File: src/rtl/dmem_arbiter.sv
// Data-memory port arbiter: CPU (MEM stage) has priority over a DMA/loader port,
// with a starvation counter that forces a DMA grant, and routes RAM read data back.
module dmem_arbiter #(
   parameter int unsigned AW         = 32,
   parameter int unsigned DW         = 32,
   parameter int unsigned STARVE_MAX = 4
) (
   input  logic          clk,
   input  logic          clrn,
   // CPU port
   input  logic          cpu_req,
   input  logic          cpu_we,
   input  logic [AW-1:0] cpu_addr,
   input  logic [DW-1:0] cpu_wdata,
   output logic          cpu_stall,
   output logic [DW-1:0] cpu_rdata,
   output logic          cpu_rvalid,
   // DMA port
   input  logic          dma_req,
   input  logic          dma_we,
   input  logic [AW-1:0] dma_addr,
   input  logic [DW-1:0] dma_wdata,
   output logic          dma_gnt,
   output logic [DW-1:0] dma_rdata,
   output logic          dma_rvalid,
   // RAM side
   output logic          mem_we,
   output logic [AW-1:0] mem_addr,
   output logic [DW-1:0] mem_datain,
   input  logic [DW-1:0] mem_dataout
);

   localparam int unsigned CW = 3;
   localparam logic [CW-1:0] STARVE_LIM = CW'(STARVE_MAX);

   typedef enum logic [1:0] {
      RD_NONE = 2'd0,
      RD_CPU  = 2'd1,
      RD_DMA  = 2'd2
   } rd_owner_t;

   logic [CW-1:0] r_starve_cnt;
   logic [CW-1:0] w_starve_nxt;
   rd_owner_t     r_rd_owner;
   rd_owner_t     w_rd_owner_nxt;
   logic          w_starved;
   logic          w_dma_gnt;
   logic          w_cpu_gnt;

   // Same-cycle grant; DMA wins only when the CPU is idle or the DMA is starved
   assign w_starved = (r_starve_cnt == STARVE_LIM);
   assign w_dma_gnt = dma_req & (~cpu_req | w_starved) & ~clrn;
   assign w_cpu_gnt = cpu_req & ~w_dma_gnt & ~clrn;

   assign dma_gnt   = w_dma_gnt;
   assign cpu_stall = cpu_req & w_dma_gnt;

   // RAM drive mux; write enable only ever follows a grant
   always_comb begin
      mem_we     = 1'b0;
      mem_addr   = cpu_addr;
      mem_datain = cpu_wdata;
      if (w_dma_gnt) begin
         mem_we     = dma_we;
         mem_addr   = dma_addr;
         mem_datain = dma_wdata;
      end else if (w_cpu_gnt) begin
         mem_we     = cpu_we;
      end
   end

   // Consecutive DMA denials, saturating at the forced-grant threshold
   always_comb begin
      w_starve_nxt = r_starve_cnt;
      if (w_dma_gnt || !dma_req) begin
         w_starve_nxt = '0;
      end else if (w_cpu_gnt && !w_starved) begin
         w_starve_nxt = r_starve_cnt + CW'(1);
      end
   end

   always_ff @(posedge clk) begin
      if (clrn) begin
         r_starve_cnt <= '0;
      end else begin
         r_starve_cnt <= w_starve_nxt;
      end
   end

   // Read-return owner: remembers which port issued the read now in flight
   always_ff @(posedge clk) begin
      if (clrn) begin
         r_rd_owner <= RD_NONE;
      end else begin
         r_rd_owner <= w_rd_owner_nxt;
      end
   end

   always_comb begin
      w_rd_owner_nxt = RD_NONE;
      if (w_dma_gnt && !dma_we) begin
         w_rd_owner_nxt = RD_DMA;
      end else if (w_cpu_gnt && !cpu_we) begin
         w_rd_owner_nxt = RD_CPU;
      end
   end

   // A read in flight when reset arrives must not surface a valid
   assign cpu_rvalid = (r_rd_owner == RD_CPU) & ~clrn;
   assign dma_rvalid = (r_rd_owner == RD_DMA) & ~clrn;
   assign cpu_rdata  = mem_dataout;
   assign dma_rdata  = mem_dataout;

endmodule

File: config.mk
export PLATFORM = sky130hd
export DESIGN_NAME = dmem_arbiter
export DESIGN_NICKNAME = d
export VERILOG_FILES = /design/src/rtl/dmem_arbiter.sv
export SDC_FILE = /design/constraint.sdc
export NUM_CORES = 1
export LEC_CHECK = 0
export CELL_PAD_IN_SITES_DETAIL_PLACEMENT = 1
export CELL_PAD_IN_SITES_GLOBAL_PLACEMENT = 2
export CORE_MARGIN = 2
export CORE_UTILIZATION = 10
export DETAILED_ROUTE_END_ITERATION = 10
export PLACE_DENSITY = 0.95
export SYNTH_ARGS = -nofsm -noshare
export SYNTH_HDL_FRONTEND = slang
export SYNTH_SLANG_ARGS = --single-unit
File: constraint.sdc
create_clock -name clk -period 2.4 [get_ports clk]
set_input_delay 0.48 -clock clk [delete_from_list [all_inputs] [get_ports clk]]
set_output_delay 0.48 -clock clk [all_outputs]
set_load 0.05 [all_outputs]
==> impl_metrics.py <==
metrics = {
    "status": {
        "status": "finished, final reports clean",
    },
    "cts": {
        "clock-sinks": 5,
        "clockBufferDepth": 2,
        "cts_tree": "done",
        "cts_buffers": 3,
        "clkTransAtPathRegs_ns": 0.03,
        "clk_latency_ns": 0.23,
        "clockRootBuffer": "clkbuf_16",
        "htree_num_levels": 1,
    },
    "routing": {
        "num_vias": 1731,
        "wl_um": 8313,
        "ant_nets": 0,
        "drc_errors": 0,
        "routedWlPerCell_um": 16.46,
        "via_per_inst": 3.428,
        "dr.pass1.iters": 3,
        "dr.first_iter.drc_count": 45,
    },
    "final_layout": {
        "drive_gt1_share_pct": 52.05,
        "num_antenna_cells": 0,
        "areaGrowthSynthToFinish_pct": 157.1,
        "stdcell_count": 505,
        "num-nets-final": 486,
    },
    "synth": {
        "synth_top_family_by_area": "multiplexers",
        "synth_top_area_share_pct": 43.28,
        "avgSynthCellArea_um2": 9.477,
        "seq_area_frac_synth_pct": 6.520,
        "synth.area.top_cells": "mux2_2 (43%), buf_4 (34%), dfxtp_1 (6.5%), mux2_4 (3.9%), nor3b_1 (2.0%)",
        "synth_xor_area_share_pct": 0,
        "yosysWarnings": 0,
        "synthAdderAreaFrac_pct": 1.630,
        "synth-compound-area-share_pct": 1.059,
        "yosys.area_share.simple_pct": 5.379,
        "yosys.cell_types.count": 18,
        "syn-cell-area_um2": 1535,
        "synth_cells": 162,
        "synth_top_area_cell": "mux2_2",
        "yosys-mux-area-fraction_pct": 49.23,
        "synth-seq-cells": 5,
        "synth_fp_nets": 330,
    },
    "placed_design": {
        "dp_hpwl_um": 5871,
        "numPortBuffers": 202,
        "numPlacedInstances": 488,
        "gp_congestion": 0.7422,
    },
    "power_and_ir_drop": {
        "vdd_ir_drop_max_mv": 0.2479,
        "clkPwrFrac_pct": 21.4,
        "p_per_area_nw_per_um2": 329.1,
        "seqPwrFrac_pct": 6.7,
        "p_comb_share_pct": 71.9,
        "swShare_pct": 39.00,
        "p_int_uw": 792.5,
        "p_leak_nw": 1.592,
        "switchingPower_uw": 506.8,
    },
    "min_path": {
        "min_delay_worst_endpoint": "r_starve_cnt[0]",
        "hold_path_class": "flop to flop",
        "hold_start": "r_starve_cnt[0]",
        "holdPathStages": 1,
    },
    "setup_path": {
        "r2r-start": "r_starve_cnt[1]",
        "required_ns": 1.92,
        "regToRegEndpoint": "r_rd_owner[1]",
        "worstPathMaxFanout": 11,
        "setup.worst_path.end_class": "primary output",
        "arrival_ns": 1.87,
        "r2r.worst_path.cells": 8,
        "path_class": "flop to primary output",
        "timing.critical_path.from_type": "flop",
        "r2r_slack_ns": 0.99,
    },
    "die": {
        "die-area_um2": 16360,
        "start_util_pct": 10.17,
        "die_h_um": 127.9,
        "core_um2": 15090,
        "top_level_ports": 299,
        "die_width_um": 127.9,
        "rows": 45,
    },
    "sta": {
        "max_freq_mhz": 424.9,
        "fin_skew_ns": 0.002129,
        "grt_setup_unrepaired": "yes",
        "finalSetupViolations": 0,
        "min_period_ns": 2.354,
        "hold_viol_final": 0,
        "slew_headroom_pct": 74.29,
        "setup_tns_ns": 0,
        "finalCritPeriodShare_pct": 98.07,
        "hold_slack_ns": 0.4371,
        "drv_slew": 0,
        "tightest_slew_ns": 0.3848,
    },
    "job": {
        "maxCapViolCount": 0,
    },
    "global_routing": {
        "grtUsageTotal_pct": 8.759,
        "grt_pass1_vias": 2022,
        "grt-ovfl-total": 0,
        "grt_first_pass_wirelength_um": 11040,
        "grt_max_degree": 21,
        "grt_antenna_before_repair": 0,
    },
}
==> per-stage QoR <==
| step | power [mW] | utilization, % | setup WS (ns) | cell area [um2] |
|---|---|---|---|---|
| 6_report | 1.299 | 26.16 | 0.04627 | 3948 |
| 2_1_floorplan | 0.7891 | - | 0.1139 | 1539 |
| 3_3_place_gp | 0.8638 | 21.25 | -0.2437 | 3207 |
| 3_5_place_dp | 0.8744 | 21.25 | -0.2660 | 3207 |
| 4_1_cts | 1.250 | 24.59 | -0.03458 | 3711 |
| 5_1_grt | 1.346 | 26.16 | -0.02038 | 3948 |
==> state kept, by name, indices dropped and copies added, names as in the netlist <==
name and cells:
r_rd_owner 2, r_starve_cnt 3
==> worst max-delay path: stages (launching register included) <==
cell and delay [ns]:
dfxtp_2 0.32, inv_2 0.06, ha_4 0.14, nand2_4 0.06, a21oi_4 0.22, buf_6 0.17
buf_12 0.15, mux2_2 0.35, buf_6 0.15
==> power by group through the flow <==
stage / clock network (mW) / logic [mW] / registers, mW
after floorplan: 0 / 0.701 / 0.0877
after global placement: 0 / 0.776 / 0.0878
after detailed placement: 0 / 0.786 / 0.0880
after CTS: 0.281 / 0.882 / 0.0870
after global routing: 0.289 / 0.970 / 0.0872
final: 0.278 / 0.934 / 0.0871
==> placed cells by master, fill, tap and decap left out, drive strengths merged <==
master         instances
clkbuf                 7
dlygate4sd2            2
buf                   86
and4                   1
inv                    3
and2                   1
nor3b                  4
dfxtp                  5
nor2                   2
mux2                  64
mux2i                  2
a21oi                  1
ha                     2
nand2b                 1
nand2                  3
nor2b                  2
clkdlybuf4s15          1
clkdlybuf4s50        130
==> layer usage <==
layer,part of all wire [%],global-route usage [%]
met4,2.1,2.392
met2,53,16.58
met3,7.6,2.003
met5,0,0
met1,37,9.768
==> what timing repair did <==
item,4_1_cts,5_1_grt
pin swaps,1,2
buffers inserted,6,3
hold buffers,0,0
resized for setup,72,58
endpoints found under the setup margin,66,65
cloned,4,3
==> logic make-up (layout without fill, tap and decap cells) <==
| group | count (synthesis) | in the layout |
|---|---|---|
| flip-flops | 5 | 5 |
| AO/OA/AOI/OAI | 1 | 1 |
| AND/OR/NAND/NOR | 14 | 14 |
| adder cells (fa/ha/maj) | 2 | 2 |
| multiplexers | 66 | 66 |
| buffers and inverters | 74 | 229 |
==> synthesized netlist by cell type, drive strengths merged <==
| cell | count |
|---|---|
| a21oi | 1 |
| and2 | 1 |
| and4 | 1 |
| buf | 71 |
| dfxtp | 5 |
| ha | 2 |
| inv | 3 |
| mux2 | 64 |
| mux2i | 2 |
| nand2 | 3 |
| nand2b | 1 |
| nor2 | 2 |
| nor2b | 2 |
| nor3b | 4 |
==> cell type report <==
type	count	area (um2)
multi-input combinational	83	994.7
tap	188	235.2
fill	1694	11140
clock buffer	4	78.83
sequential	5	102.6
inverter	3	11.26
timing repair buffer	222	2525
==> worst max-delay path by stage <==
stage	slack, ns	start	depth (start not counted)	end
finish	0.05	r_starve_cnt[1]	8	mem_addr[29]
global route	-0.02	r_starve_cnt[1]	9	mem_we
CTS	-0.03	r_starve_cnt[0]	9	mem_datain[9]
detailed placement	-0.27	clrn	7	mem_we
global placement	-0.24	clrn	7	mem_we
floorplan	0.11	r_starve_cnt[0]	7	mem_we
(Power assumes the default switching activity.)
